==> config.mk <==
export PLATFORM = sky130hd
export DESIGN_NAME = dmem_arbiter
export DESIGN_NICKNAME = d
export VERILOG_FILES = /design/src/rtl/dmem_arbiter_pkg.sv /design/src/rtl/dmem_rr_pick.sv /design/src/rtl/dmem_arbiter.sv
export SDC_FILE = /design/constraint.sdc
export NUM_CORES = 1
export LEC_CHECK = 0
export ABC_AREA = 0
export CAP_MARGIN = 20
export CELL_PAD_IN_SITES_DETAIL_PLACEMENT = 1
export CELL_PAD_IN_SITES_GLOBAL_PLACEMENT = 1
export CORE_AREA = 2 2 113 104
export CTS_BUF_LIST = sky130_fd_sc_hd__clkbuf_2
export DETAILED_ROUTE_END_ITERATION = 8
export DIE_AREA = 0 0 115 106
export PLACE_DENSITY_LB_ADDON = 0.1
export REMOVE_ABC_BUFFERS = 1
export SLEW_MARGIN = 20
export SYNTH_ARGS = -nofsm -noshare
export SYNTH_HDL_FRONTEND = slang
export SYNTH_SLANG_ARGS = --single-unit
==> constraint.sdc <==
create_clock -name clock -period 2.5 [get_ports clock]
set_input_delay 0.25 -clock clock [delete_from_list [all_inputs] [get_ports clock]]
set_output_delay 0.25 -clock clock [all_outputs]
set_load 0.01 [all_outputs]
==> src/rtl/dmem_arbiter_pkg.sv <==
// Shared constants for the dmem arbiter: port IDs, arbiter state encoding, default burst limit.
// Pure definitions; no logic, latency or backpressure of its own.
package dmem_arbiter_pkg;

    localparam logic PORT_P = 1'b0;
    localparam logic PORT_L = 1'b1;

    localparam int DEFAULT_MAX_BURST = 8;

    typedef enum logic {
        ARB    = 1'b0,
        LOCKED = 1'b1
    } arb_state_t;

endpackage

==> src/rtl/dmem_rr_pick.sv <==
// Two-way round-robin chooser: a lone requester wins, a tie goes to the port that did not win last.
// Purely combinational; losers see no grant and must keep requesting.
module dmem_rr_pick
    import dmem_arbiter_pkg::*;
(
    input  logic p_req,
    input  logic l_req,
    input  logic last,
    output logic pick_p,
    output logic pick_l
);

    assign pick_p = p_req && (!l_req || last == PORT_L);
    assign pick_l = l_req && (!p_req || last == PORT_P);

endmodule

==> src/rtl/dmem_arbiter.sv <==
// Shares single-port dmem between processor (P) and loader (L): round-robin plus bounded L burst lock.
// Grants are combinational, read data returns one cycle after grant; ungranted ports must hold requests.
module dmem_arbiter
    import dmem_arbiter_pkg::*;
#(
    parameter int ADDR_W    = 12,
    parameter int DATA_W    = 32,
    parameter int MAX_BURST = DEFAULT_MAX_BURST
) (
    input  logic              clock,
    input  logic              reset,
    input  logic              p_req,
    input  logic [ADDR_W-1:0] p_addr,
    input  logic [DATA_W-1:0] p_wdata,
    input  logic              p_wren,
    output logic              p_gnt,
    output logic              p_rvalid,
    output logic [DATA_W-1:0] p_rdata,
    input  logic              l_req,
    input  logic [ADDR_W-1:0] l_addr,
    input  logic [DATA_W-1:0] l_wdata,
    input  logic              l_wren,
    input  logic              l_lock,
    output logic              l_gnt,
    output logic              l_rvalid,
    output logic [DATA_W-1:0] l_rdata,
    output logic [ADDR_W-1:0] mem_address,
    output logic [DATA_W-1:0] mem_data,
    output logic              mem_wren,
    input  logic [DATA_W-1:0] mem_q
);

    localparam int CNT_W = $clog2(MAX_BURST + 1);
    localparam logic [CNT_W-1:0] BURST_MAX = CNT_W'(MAX_BURST);

    arb_state_t       state, state_nxt;
    logic             last, last_nxt;
    logic [CNT_W-1:0] burst_cnt, burst_nxt;
    logic             rd_owner;
    logic             rd_pend;

    logic rr_p, rr_l;
    logic lock_hold;
    logic any_gnt;

    dmem_rr_pick u_pick (
        .p_req  (p_req),
        .l_req  (l_req),
        .last   (last),
        .pick_p (rr_p),
        .pick_l (rr_l)
    );

    // The lock only binds while L keeps both l_req and l_lock up; otherwise fall back to round-robin.
    assign lock_hold = (state == LOCKED) && l_req && l_lock;

    always_comb begin
        p_gnt = 1'b0;
        l_gnt = 1'b0;
        if (!reset) begin
            if (lock_hold) begin
                if (burst_cnt == BURST_MAX && p_req) begin
                    p_gnt = 1'b1;
                end else begin
                    l_gnt = 1'b1;
                end
            end else begin
                p_gnt = rr_p;
                l_gnt = rr_l;
            end
        end
    end

    assign any_gnt     = p_gnt || l_gnt;
    assign mem_address = l_gnt ? l_addr  : p_addr;
    assign mem_data    = l_gnt ? l_wdata : p_wdata;
    assign mem_wren    = l_gnt ? l_wren  : (p_gnt && p_wren);

    always_comb begin
        state_nxt = state;
        burst_nxt = burst_cnt;
        last_nxt  = last;
        if (p_gnt) begin
            last_nxt = PORT_P;
        end else if (l_gnt) begin
            last_nxt = PORT_L;
        end
        if (l_gnt && l_lock) begin
            state_nxt = LOCKED;
            if (state == ARB) begin
                burst_nxt = CNT_W'(1);
            end else if (burst_cnt != BURST_MAX) begin
                burst_nxt = burst_cnt + CNT_W'(1);
            end
        end else begin
            state_nxt = ARB;
            burst_nxt = '0;
        end
    end

    always_ff @(posedge clock) begin
        if (reset) begin
            state     <= ARB;
            last      <= PORT_L;
            burst_cnt <= '0;
            rd_pend   <= 1'b0;
            rd_owner  <= PORT_P;
        end else begin
            state     <= state_nxt;
            last      <= last_nxt;
            burst_cnt <= burst_nxt;
            rd_pend   <= any_gnt && !mem_wren;
            if (any_gnt) begin
                rd_owner <= l_gnt ? PORT_L : PORT_P;
            end
        end
    end

    assign p_rvalid = !reset && rd_pend && (rd_owner == PORT_P);
    assign l_rvalid = !reset && rd_pend && (rd_owner == PORT_L);
    assign p_rdata  = p_rvalid ? mem_q : '0;
    assign l_rdata  = l_rvalid ? mem_q : '0;

endmodule

# --- Word-level counts from Yosys, hierarchy flattened ---
# Index checks and enable logic that the tools add are counted.
op_classes:
  add_sub_neg: 1
  n_eq_ne: 3
  muxes: 17
  bitwise: 4
  reduce_logical: 21
ops:
  columns: ["operator", "n"]
  rows:
  - ["$mux W32", 3]
  - ["$mux W1", 13]
  - ["$mux W12", 1]
  - ["$logic_and A1 B1 Y1", 11]
  - ["$add A4 B1 Y4 const B", 1]
  - ["$eq A4 B4 Y1 const B", 1]
  - ["$logic_not A1 Y1", 4]
  - ["$ne A4 B4 Y1 const B", 1]
  - ["$not A1 Y1", 4]
  - ["$logic_or A1 B1 Y1", 3]
  - ["$reduce_or A3 Y1", 1]
  - ["$ne A2 B1 Y1 const B", 1]
  - ["$reduce_bool A2 Y1", 1]
  - ["$reduce_or A2 Y1", 1]
word_totals:
  regBits: 8
  in_bits: 127
  wordCells: 52

# --- Logic depth before layout (Yosys ltp) ---
# Gate-level depths: netlist of run 1.
logic_depth:
  ltp_word: 9
  ltp_mapped: 9
  mapped_depth_nobuf: 6

# --- Modules after synthesis ---
# A second synthesis of run 1 with hierarchy kept.
unflattened:
  hier_cells: 172
  area_unflattened_um2: 1440.1
modules_own_cells:
  columns: ["module", "n_inst", "cells_each", "area_per_inst_um2"]
  rows:
  - ["dmem_arbiter", 1, 169, 1421.4]
  - ["dmem_rr_pick", 1, 3, 18.8]

# --- Worst setup path after synthesis of run 1 ---
# Ideal clock, no wire load.
synth_path:
  kind: "flip-flop to output port"
  startpoint: "register burst_cnt[0]"
  endpoint: "output mem_data[26]"
  arrival_time_ps: 1948
  path_slack_ps: 302
  path_stages_with_launch: 10
  path_buffers: 3
  path_cell_list: "dfxtp_1 > inv_1 > ha_1 > and3b_1 > buf_2 > mux2_2 > a21oi_4 > buf_6 > buf_8 > mux2_4"
synth_via:
  elab_chain_len: 6
synth_rtl:
  columns: ["element", "line", "rtl"]
  rows:
  - ["start, declared", "dmem_arbiter.sv:38", "logic [CNT_W-1:0] burst_cnt, burst_nxt;"]
  - ["start signal, assigned", "dmem_arbiter.sv:111", "burst_cnt <= burst_nxt;"]
  - ["$eq A4 B4 Y1", "dmem_arbiter.sv:62", "if (burst_cnt == BURST_MAX && p_req) begin"]
  - ["$logic_and A1 B1 Y1", "dmem_arbiter.sv:62", null]
  - ["$mux W1", "dmem_arbiter.sv:62", null]
  - ["$mux W1", "dmem_arbiter.sv:61", "if (lock_hold) begin"]
  - ["$mux W1", "dmem_arbiter.sv:60", "if (!reset) begin"]
  - ["via l_gnt", "dmem_arbiter.sv:24", "output logic l_gnt,"]
  - ["$mux W32", "dmem_arbiter.sv:76", "assign mem_data = l_gnt ? l_wdata : p_wdata;"]
  - ["end, declared", "dmem_arbiter.sv:28", "output logic [DATA_W-1:0] mem_data,"]
# The timed path passes the listed nets, and every way through them passes these cells.

# --- Final worst setup path of run 1 ---
layout_path:
  startpoint: "register burst_cnt[1]"
  endpoint: "output mem_data[6]"
layout_via:
  elab_chain_len: 6
layout_rtl:
  columns: ["element", "line"]
  rows:
  - ["$eq A4 B4 Y1", "dmem_arbiter.sv:62"]
  - ["$logic_and A1 B1 Y1", "dmem_arbiter.sv:62"]
  - ["$mux W1", "dmem_arbiter.sv:62"]
  - ["$mux W1", "dmem_arbiter.sv:61"]
  - ["$mux W1", "dmem_arbiter.sv:60"]
  - ["$mux W32", "dmem_arbiter.sv:76"]
# Every way passes these cells.

==> metrics, run 1 <==
post-synthesis register bit count=8; Synth top area share=0.321; leakage power=1.76 nW; biggest area consumer among synthesized cells=mux2_2; synth-to-layout area growth=205%; ANT nets after route=0; Initial DRC Count=43; share of layout cells above drive strength 1=0.274; core area=11,100 sq um; Tmin final=2530 ps; failing checks=setup timing; Fillers=1,313; initial core utilization=0.126; CTS Buf Count=3; Slew HR=0.848; EDFF count, synth=0; HPWL Detailed=7100 microns; switching share of power=0.281; clock share of power=0.094; worst hold path type=reg2reg; peak supply drop=82.0 uV; die area=12,200 sq um; initial antenna violation count=0; largest net degree at the start of global routing=34; non-filler cells, final=560; Buffers on Ports=239; Seq pwr share=0.173; Final Cycle Share=1.01; H-tree Lvls=1; type of destination of the critical path=output port; via count=2,231; # hold bufs at CTS=0; global route overflow=0; post-route setup slack=-28.7 ps; Netlist Area Pre-Place=1400 sq um; diodes inserted=0; Synth Area per Inst=8.46 sq um; Yosys cell types=30; CP Launch Point=burst_cnt[1]; worst-path fanout max=14; clock sinks=8; Clk pin slew, worst setup/hold paths=70 ps; origin of the critical flop-to-flop path=burst_cnt[1]; # rows=37; power per cell area=182 nW/um^2; Seq/Total Area, Yosys=0.114; Post-Place Cells=543; CTS Root Buffer Type=clkbuf_2; unrepaired setup endpoints after global routing=true; Worst Skew=4.78 ps; post-DR wirelength/cell=15.4 microns; total of max-cap violations=0; final hold vios=0; DRC viols=0; Total Routing Usage GR=0.129; Int Pwr=0.560 mW; commonest non-fill, non-tap cell in the layout=clkdlybuf4s50_1; Area contributors post-synth=mux2_2, and2_1, dfxtp_1; Max Root-Sink Buffers=2; final WL=8630 microns; Worst Tran Pin Value=227 ps; kind of critical path=reg2out; First-pass DRT Iterations=4; Setup-failing EPs final=6; dpl cell area=4050 sq um; NetSw=0.219 mW; WP data required=2250 ps; Ports=240; post-DR vias/cell=3.98; die height=106 microns; gpl congestion=0.672; die width=115 microns; Final #Nets=555; Synth Instances=166; CTS tree=done; Comb pwr share=0.733; CP arrival=2280 ps; Yosys warning count=0; Max Slew Vio Count=0; startpoint class of the critical path=flop; area occupied by multi-input gates=1230 sq um; Place WS=-234 ps; register area=163 sq um; Post-synth top flop=dfxtp_1; first-pass GRT wire length=12,500 microns; status=finished, violations left; vias in the first global route=2,394; Max Clock Freq=0.395 GHz; most frequent cells in the layout=clkdlybuf4s50_1, and2_1, mux2_2, buf_6, mux2_4; Final Instance Area=4280 sq um; Hold Path Origin=burst_cnt[3]; asr flop ratio synth=0; Clock Latency Late Sink=230 ps
[metal layers]
metal,vias to the layer above,global-route usage,routed length [microns]
met5,-,0,0
met4,0,0.0103,0
met3,0,0.0536,1160
met2,152,0.255,4550
met1,1005,0.130,2920
li1,1074,-,-
[path summary, 6_finish.rpt]
path                       end  slack, ps  depth (start not counted)
setup / recovery   mem_data[6]        -30                          8
hold / removal    burst_cnt[3]        540                          2
setup reg to reg       rd_pend        670                          9
hold reg to reg   burst_cnt[3]        540                          2
[cell usage after synthesis (all sizes together) (2+ instances only)]
cell type   n
a21oi       2
nand3       2
nor2        5
ha          2
clkbuf      6
dfxtp       8
mux2       45
inv         6
a22o        2
buf         6
and3b       2
nand2       3
and2       65
[state kept, by name, summed over array words and instances (netlist names)]
register / cells
rd_owner: 1
last: 1
burst_cnt: 4
state: 1
rd_pend: 1
[repair_timing]
action,4_1_cts,5_1_grt
endpoints found under the setup margin,47,45
setup buffers,6,7
cloned,2,1
resized for setup,131,74
pin swaps,1,3
[through the flow]
stage	total power, mW	TNS, ps	hold slack (ps)	util
3_5_place_dp	0.683	-8030	517	0.365
4_1_cts	0.755	-3070	550	0.373
3_3_place_gp	0.680	-7470	502	0.365
2_1_floorplan	0.291	-9240	329	-
6_report	0.780	-89.0	539	0.385
5_1_grt	0.836	-2690	570	0.385
[power by group through the flow]
stage / Clock (mW) / Combinational, mW / Sequential, mW
floorplan: 0 / 0.155 / 0.137
global placement: 0 / 0.543 / 0.138
detailed placement: 0 / 0.545 / 0.138
CTS: 0.0777 / 0.543 / 0.135
global route: 0.0850 / 0.615 / 0.136
finish: 0.0729 / 0.572 / 0.135
[layout make-up]
class                   instances  area share
clock buffers                   3     0.00351
well taps                     136      0.0398
inverters                       6     0.00526
repair buffers                267       0.626
multi-input cells             140       0.288
flip-flops and latches          8      0.0380
[kinds of logic (layout without fill, tap and decap cells)]
group                      after synthesis  count (layout)  synth area share
xor gates and xnor gates                 2               2            0.0125
muxes                                   46              46             0.381
adders and majority gates                2               2            0.0178
DFF                                      8               8             0.114
AOI/OAI and AO/OA                        9               9            0.0553
buffers and inverters                   18             276            0.0704
and+or+nand+nor                         81              81             0.348
[critical path, cell delays in order, from the launching register on]
cell and delay (ps):
dfxtp_2 330, inv_1 60, ha_4 150, and3b_2 200, mux2_4 280, a21oi_4 200, buf_6 200, mux2_2 340
dlygate4sd2_1 280
Note: power is estimated with default switching activity, not from simulation.
==> run 2: changes to the inputs <==
--- a/config.mk
+++ b/config.mk
@@ -13,8 +13,8 @@
 export CTS_BUF_LIST = sky130_fd_sc_hd__clkbuf_2
 export DETAILED_ROUTE_END_ITERATION = 8
 export DIE_AREA = 0 0 115 106
-export PLACE_DENSITY_LB_ADDON = 0.1
-export REMOVE_ABC_BUFFERS = 1
+export HOLD_SLACK_MARGIN = 0.12
+export PLACE_DENSITY = 0.92
 export SLEW_MARGIN = 20
 export SYNTH_ARGS = -nofsm -noshare
 export SYNTH_HDL_FRONTEND = slang
==> metrics, run 2 (same netlist as run 1, synthesis figures left out) <==
status=finished, violations left; failing checks=setup timing; most frequent cells in the layout=clkdlybuf4s50_1, and2_1, buf_6, mux2_4, buf_4; initial core utilization=0.126; Total Routing Usage GR=0.146; clock share of power=0.091; max reg flops=4; type of destination of the critical path=output port; H-tree Lvls=1; Worst Skew=4.55 ps; Initial DRC Count=75; max incr delay on CP=340 ps; peak supply drop=101 uV; share of layout cells above drive strength 1=0.306; core area=11,100 sq um; die width=115 microns; unrepaired setup endpoints after global routing=true; Buffers on Ports=239; total of max-cap violations=0; Ports=240; GR peak layer=met2; CTS Buf Count=3; Max Root-Sink Buffers=2; global route overflow=0; Worst Tran Pin Value=262 ps; first-pass GRT wire length=13,900 microns; largest net degree at the start of global routing=34; Post-Place Cells=543; via count=2,268; kind of critical path=reg2out; Crit path top cell by count=buf_6; Slew HR=0.825; CTS Root Buffer Type=clkbuf_2; Critical-path top delay cell=dfxtp_2; CTS tree=done; Clock Latency Late Sink=240 ps; First-pass DRT Iterations=4; Max Clock Freq=0.400 GHz; total power=0.867 mW; Seq pwr share=0.156; gpl congestion=0.747; Setup-failing EPs final=4; die area=12,200 sq um; # hold bufs at CTS=0; post-DR wirelength/cell=17.0 microns; Comb pwr share=0.753; crit-path cells=inv_2, ha_4, and3b_1, mux2_4, a21oi_4, buf_6, buf_6, buf_16, mux2_4, buf_6; switching share of power=0.292; Sum Neg Setup Slack=-6.60 ps; post-DR vias/cell=4.04; Final Cycle Share=1.00; hold_ws=524 ps; commonest non-fill, non-tap cell in the layout=clkdlybuf4s50_1; worst hold path type=reg2reg; Int Pwr=0.614 mW; die height=106 microns; dpl cell area=4040 sq um; worst-path fanout max=6; final WL=9550 microns; NetSw=0.253 mW; WP data required=2250 ps; vias in the first global route=2,482; met2 Use GR=0.287; grt met3 use=0.0399; Max Slew Vio Count=0; Final #Nets=556; synth-to-layout area growth=221%; Final Instance Area=4500 sq um; # rows=37; GRT met1 Usage=0.161; Clk pin slew, worst setup/hold paths=80 ps; HPWL Detailed=7300 microns; post-synthesis net count=295; Largest Register=burst_cnt; post-route setup slack=-2.80 ps; final hold vios=0; initial antenna violation count=0; diodes inserted=0; CP arrival=2250 ps; power per cell area=193 nW/um^2; clock sinks=8; DRC viols=0; startpoint class of the critical path=flop; non-filler cells, final=561; leakage power=1.89 nW; Tmin final=2500 ps; ANT nets after route=0
run 2: changes by cell type in the layout (fill, tap and decap cells not counted), moves of 2 or more:
cell             delta
mux2_2             -17
mux2_4             +17
buf_6              +19
buf_4               -2
clkdlybuf4s15_1    -12
clkbuf_2            -9
buf_2               +2
buf_16              +6
run 2: routing by layer:
layer | wire (microns) | up-vias
met5 | 0 | -
met4 | 17 | 0
met3 | 946 | 2
met2 | 5020 | 157
met1 | 3560 | 1031
li1 | - | 1078
run 2: worst max-delay path: cells and delay by family, from the launching register on:
| family | cells | cell delay [ps] |
|---|---|---|
| AOI/OAI and AO/OA | 1 | 160 |
| adders and majority gates | 1 | 150 |
| buffers and inverters | 5 | 590 |
| DFF | 1 | 340 |
| muxes | 2 | 580 |
| and+or+nand+nor | 1 | 170 |
run 2: worst paths after layout:
path                        to  depth (start not counted)    startpoint  slack, ps
setup / recovery  mem_data[14]                         10  burst_cnt[0]         -3
hold / removal        rd_owner                          2      rd_owner        520
setup reg to reg  burst_cnt[0]                         10  burst_cnt[0]        650
hold reg to reg       rd_owner                          2      rd_owner        520
run 2: through the flow:
| step | worst slack [ps] | util |
|---|---|---|
| finish | -2.80 | 0.405 |
| global route | -82.3 | 0.405 |
| CTS | -3.67 | 0.398 |
| detailed placement | -294 | 0.363 |
| global placement | -240 | 0.363 |
| floorplan | 302 | - |
run 2: power by group through the flow:
stage               Sequential [mW]  Combinational, mW  Clock (mW)
floorplan                     0.137              0.164           0
global placement              0.138              0.543           0
detailed placement            0.138              0.552           0
CTS                           0.135              0.640      0.0833
global route                  0.136              0.692      0.0889
finish                        0.135              0.653      0.0793
run 2: what timing repair did:
action,CTS,global route
endpoints found under the setup margin,47,41
setup buffers,8,1
gates resized for setup,254,19
cloned,7,0
pin swaps,2,2
run 2: cell type report:
cell class,count,area [sq um]
repair buffers,268,2840
flip-flops and latches,8,163
inverters,6,22.5
well taps,136,170
clock buffers,3,15.0
multi-input cells,140,1290
fillers,1214,6610
==> run 3: changes to the inputs <==
--- a/config.mk
+++ b/config.mk
@@ -9,12 +9,13 @@
 export CAP_MARGIN = 20
 export CELL_PAD_IN_SITES_DETAIL_PLACEMENT = 1
 export CELL_PAD_IN_SITES_GLOBAL_PLACEMENT = 1
-export CORE_AREA = 2 2 113 104
+export CORE_AREA = 2 2 93 95
 export CTS_BUF_LIST = sky130_fd_sc_hd__clkbuf_2
 export DETAILED_ROUTE_END_ITERATION = 8
-export DIE_AREA = 0 0 115 106
+export DIE_AREA = 0 0 95 97
+export DONT_BUFFER_PORTS = 1
 export HOLD_SLACK_MARGIN = 0.12
-export PLACE_DENSITY = 0.92
+export PLACE_DENSITY = 0.52
 export SLEW_MARGIN = 20
 export SYNTH_ARGS = -nofsm -noshare
 export SYNTH_HDL_FRONTEND = slang
==> metrics, run 3 (same netlist as run 1, synthesis figures left out) <==
clock share of power=0.177; origin of the critical flop-to-flop path=burst_cnt[0]; Setup-failing EPs final=0; global route overflow=0; share of layout cells above drive strength 1=0.397; Max Root-Sink Buffers=2; Clk pin slew, worst setup/hold paths=70 ps; unrepaired setup endpoints after global routing=true; worst hold path type=in2reg; Hold Path Sink=burst_cnt[0]; Buffers on Ports=0; Critical-path top delay cell=mux2_2; post-DR vias/cell=4.75; startpoint class of the critical path=flop; Int Pwr=0.286 mW; R2R Path End=burst_cnt[0]; via count=1,324; WP data required=2250 ps; Worst Tran Pin Value=802 ps; CTS tree=done; kind of critical path=reg2out; gpl congestion=0.752; die width=95 microns; CP arrival=2190 ps; core area=8130 sq um; Worst R2R Path Depth=8; ANT nets after route=0; delay-heaviest family, CP=multiplexers; Hold Path Origin=l_lock; Tmin final=2440 ps; most frequent cells in the layout=and2_1, mux2_4, mux2_2, buf_4; Worst Skew=7.64 ps; peak supply drop=136 uV; type of destination of the critical path=output port; status=finished, final reports clean; switching share of power=0.354; Sum Neg Setup Slack=0 ps; Comb pwr share=0.517; # rows=33; Total Routing Usage GR=0.120; initial core utilization=0.173; initial antenna violation count=0; DRC viols=0; largest net degree at the start of global routing=34; max incr delay on CP=370 ps; CTS Buf Count=3; Largest Register=burst_cnt; Core Util, Final=0.219; first-pass GRT wire length=8340 microns; Final #Nets=305; Max Slew Vio Count=0; leakage power=0.742 nW; max reg flops=4; H-tree Lvls=1; hold-critical path depth=1; vias in the first global route=1,327; power per cell area=248 nW/um^2; CP bufs+invs=4; diodes inserted=0; Clock Latency Late Sink=240 ps; total of max-cap violations=0; Initial DRC Count=25; Reg2Reg Setup Slack=760 ps; commonest non-fill, non-tap cell in the layout=and2_1; final hold vios=0; die area=9220 sq um; NetSw=0.156 mW; CTS Root Buffer Type=clkbuf_2; die height=97 microns; post-synthesis net count=295; Final Cycle Share=0.977; Crit path top cell by count=buf_12; synth-to-layout area growth=27.0%; post-DR wirelength/cell=21.1 microns; Slew HR=0.465; worst-path fanout max=8; final WL=5890 microns; Seq pwr share=0.305; clock sinks=8; Max Clock Freq=0.410 GHz; crit-path cells=inv_1, ha_2, and3b_2, mux2_4, a21oi_4, buf_6, buf_12, buf_12, mux2_2; First-pass DRT Iterations=3; Ports=240; HPWL Detailed=4710 microns
## run 3: changes by cell type in the layout (fill, tap and decap cells not counted), moves of 5 or more
cell	delta
clkdlybuf4s50_1	-192
buf_6	-42
mux2_2	+14
mux2_4	-14
buf_4	-6
buf_16	-5
buf_2	-5
## run 3: cell type report
| type | count | area [sq um] |
|---|---|---|
| fillers | 945 | 6350 |
| multi-input cells | 140 | 1220 |
| repair buffers | 17 | 226 |
| flip-flops and latches | 8 | 163 |
| well taps | 105 | 131 |
| inverters | 6 | 22.5 |
| clock buffers | 3 | 15.0 |
## run 3: power groups by stage
stage	clock network, mW	registers [mW]	logic, mW
finish	0.0785	0.135	0.229
global route	0.0924	0.136	0.245
CTS	0.0851	0.135	0.223
detailed placement	0	0.138	0.179
global placement	0	0.138	0.177
floorplan	0	0.137	0.164
## run 3: worst max path at each step
stage          cells after the start         start        endpoint
3_3_place_gp                       7  burst_cnt[0]    mem_data[22]
3_5_place_dp                       7  burst_cnt[0]    mem_data[22]
5_1_grt                            9  burst_cnt[0]  mem_address[3]
2_1_floorplan                      9  burst_cnt[0]    mem_data[26]
4_1_cts                            8  burst_cnt[0]    mem_data[22]
6_report                           9  burst_cnt[0]  mem_address[3]
## run 3: worst reg2reg max path, stage by stage, from the launching register on
cell,delay [ps]
dfxtp_2,330
inv_1,60
ha_2,180
and3b_2,200
mux2_4,280
a21oi_4,140
buf_4,160
buf_16,170
and3_1,170
## run 3: stage by stage
stage | hold WS (ps) | setup slack (ps) | instance area [sq um] | std cells | total power [mW]
after floorplan | 329 | 302 | 1400 | 166 | 0.300
after global placement | 332 | 230 | 1510 | 263 | 0.315
after detailed placement | 336 | 184 | 1510 | 263 | 0.317
after CTS | 140 | 26.1 | 1740 | 277 | 0.443
after global routing | 147 | -37.0 | 1780 | 279 | 0.473
final | 161 | 58.5 | 1780 | 279 | 0.442
## run 3: what timing repair did
action | CTS | global route
pin swaps | 1 | 0
setup buffers | 7 | 2
endpoints found under the setup margin | 44 | 32
resized for setup | 19 | 7
cloned | 3 | 0
hold endpoints to repair | 3 | 0
hold buffers | 2 | 0
## run 3: metal layers
| metal | vias to the layer above | track usage | wire length (microns) |
|---|---|---|---|
| li1 | 569 | - | - |
| met1 | 612 | 0.113 | 1770 |
| met2 | 143 | 0.252 | 3480 |
| met3 | 0 | 0.0358 | 638 |
| met4 | 0 | 0.0100 | 0 |
| met5 | - | 0 | 0 |
==> RTL change: new RTL, config.mk and constraints of run 2 <==
One comparison of `burst_cnt` changes from == to >=.
--- a/src/rtl/dmem_arbiter.sv
+++ b/src/rtl/dmem_arbiter.sv
@@ -59,7 +59,7 @@
         l_gnt = 1'b0;
         if (!reset) begin
             if (lock_hold) begin
-                if (burst_cnt == BURST_MAX && p_req) begin
+                if (burst_cnt >= BURST_MAX && p_req) begin
                     p_gnt = 1'b1;
                 end else begin
                     l_gnt = 1'b1;
Formal check against the unedited RTL: same outputs for any inputs over 10 cycles, from zero or initial values and one cycle with reset high; that may be too few to reach the edited logic, so the function may still have changed.
==> RTL change against run 2 <==
Count of clock-buffer cells in the layout unchanged. Clock power rose by 3.7%. Setup slack improved by 160 ps. Sequential cell count is the same. Synthesized area increased by 2.1%. Register-to-register slack improved by 470 ps. Total power is 14% lower. Combinational power is 19% lower. Wire length is 8.7% lower. Critical path type is now primary input to output port. Die area did not move. Final area decreased by 8.4%. Critical path depth decreased by 3. Via count decreased by 1.8%.
==> RTL change: results (changes against run 2) <==
[cts]
cts-root-buf=clkbuf_2  ; unchanged
cts_made_buffers=3  ; unchanged
clock_path_buffers=2  ; unchanged
clkLatencyLatePin_ps=240  ; about the same
clkTransAtPathRegs_ps=80  ; about the same
cts_max_level=1  ; unchanged

[routing]
wire_per_inst_um=15.8  ; was 17.0 µm
dr.pass1.iters=4  ; unchanged
vias_per_cell=4.03  ; was 4.04
first_iter_violations=37  ; was 75
wl_um=8720  ; was 9550 µm

[final_layout]
final_layout_size_suffix_gt1_share_pct=16.6  ; was 30.6%
num_antenna_cells=0  ; unchanged
largest-register=burst_cnt  ; unchanged
largest_register_ff_count=4  ; unchanged

[global_routing]
grt_max_degree=34  ; unchanged
antenna_found_initial=1  ; was 0
grt_pass1_wl_um=12600  ; was 13,900 µm
grt_use_total_pct=13.0  ; was 14.6%
grt_pass1_vias=2454  ; was 2,482

[logic_synthesis]
synth_cell_types=33  ; was 30
synth_ff_type=dfxtp_1  ; unchanged
synth_top_cell_by_area=mux2_2  ; unchanged
ys_warn_count=0  ; unchanged
syn-num-nets=298  ; was 295
async_flop_share_pct=0  ; unchanged
yosysSeqAreaShare_pct=11.2  ; was 11.4%
syn-mean-instance-area_um2=8.48  ; was 8.46 µm²
synthTopCellsByArea=mux2_2 (32%), and2_1 (28%), dfxtp_1 (11%)  ; was mux2_2 (32%), and2_1 (29%), dfxtp_1 (11%)
synthTopCellsByCount=and2_1 (64), mux2_2 (41), dfxtp_1 (8), clkbuf_1 (6), inv_1 (6)  ; was and2_1 (65), mux2_2 (40), dfxtp_1 (8), clkbuf_1 (6), inv_1 (6)

[timing]
fin_skew_ps=0.350  ; was 4.55 ps
worst_pin_slew_ps=360  ; was 262 ps

[placement]
hpwl_um=7530  ; was 7300 µm
gp_congestion=0.715  ; was 0.747
portBuffers=239  ; unchanged

[worst_setup_path]
cp.arrival_ps=2090  ; was 2250 ps
critPathMaxFanout=22  ; was 6

[power_and_ir_drop]
peakVddDrop_mv=0.187  ; was 0.101 mV
p_leak_uw=0.00172  ; was 0.00189 µW

[run_status]
outcome=finished, final reports clean  ; was complete, but fails checks

[min_path]
hp-class=primary input to register  ; was register to register

-- RTL change: changes by cell type after synthesis, moves of 2 or more --
| cell | before | now |
|---|---|---|
| buf_4 | 3 | 0 |
| buf_6 | 1 | 4 |
| a22o_1 | 2 | 0 |
| mux2_4 | 5 | 3 |
| o32ai_1 | 0 | 2 |
| or2_2 | 0 | 2 |
-- RTL change: area by class of cell --
cell class	instances	area, µm²
flip-flops and latches	8	160
well taps	136	170
multi-input cells	144	1180
repair buffers	255	2570
fillers	1333	6990
clock buffers	3	15.0
inverters	6	22.5
-- RTL change: worst max-delay path: stages --
cell	delay, ps
clkdlybuf4s50_1	510
nand4_1	200
o2111ai_4	170
buf_12	160
buf_16	170
mux2_2	350
dlygate4sd2_1	280
-- RTL change: kinds of logic (layout without fill, tap and decap cells) --
logic type	Yosys count	count (layout)	share of synthesized area, %
buffers and inverters	17	264	6.63
adders and majority gates	2	2	1.74
DFF	8	8	11.2
and+or+nand+nor	84	84	35.7
AOI/OAI and AO/OA	10	10	6.90
muxes	45	45	36.0
xor gates and xnor gates	3	3	1.83
-- RTL change: timing repair --
action	4_1_cts	5_1_grt
setup buffers	2	0
gates resized for setup	41	7
cloned	2	0
pin swaps	2	1
endpoints found under the setup margin	44	37
-- RTL change: path summary, 6_finish.rpt --
| check | to | cells past startpoint | slack (ps) | from |
|---|---|---|---|---|
| hold / removal | rd_pend | 2 | 420 | reset |
| setup / recovery | mem_data[7] | 7 | 160 | p_req |
| hold reg to reg | burst_cnt[0] | 1 | 530 | state |
| setup reg to reg | rd_pend | 6 | 1120 | state |
-- RTL change: per-stage QoR --
step	total power, µW	TNS [ps]	cell area (µm²)	hold WS [ps]	setup WS, ps
final	750	0	4120	420	156
after global routing	795	0	4120	462	30.1
after CTS	767	0	4110	536	1.34
after detailed placement	697	-1540	4060	517	-72.6
after global placement	681	-233	4060	510	-46.5
after floorplan	305	0	1430	367	886
-- RTL change: power breakdown --
group / internal [µW] / leakage (µW) / switching (µW) / total, µW
combinational: 358 / 0.00164 / 173 / 531
sequential: 132 / 0.0000654 / 4.33 / 136
clock: 32.7 / 0.0000125 / 49.5 / 82.2
total: 523 / 0.00172 / 227 / 750
-- RTL change: routing by layer --
metal	up-vias	part of all wire (%)	global-route usage, %
li1	1068	-	-
met1	1041	34	13.0
met2	110	57	26.7
met3	8	8.2	3.48
met4	0	0.97	1.81
met5	-	0	0
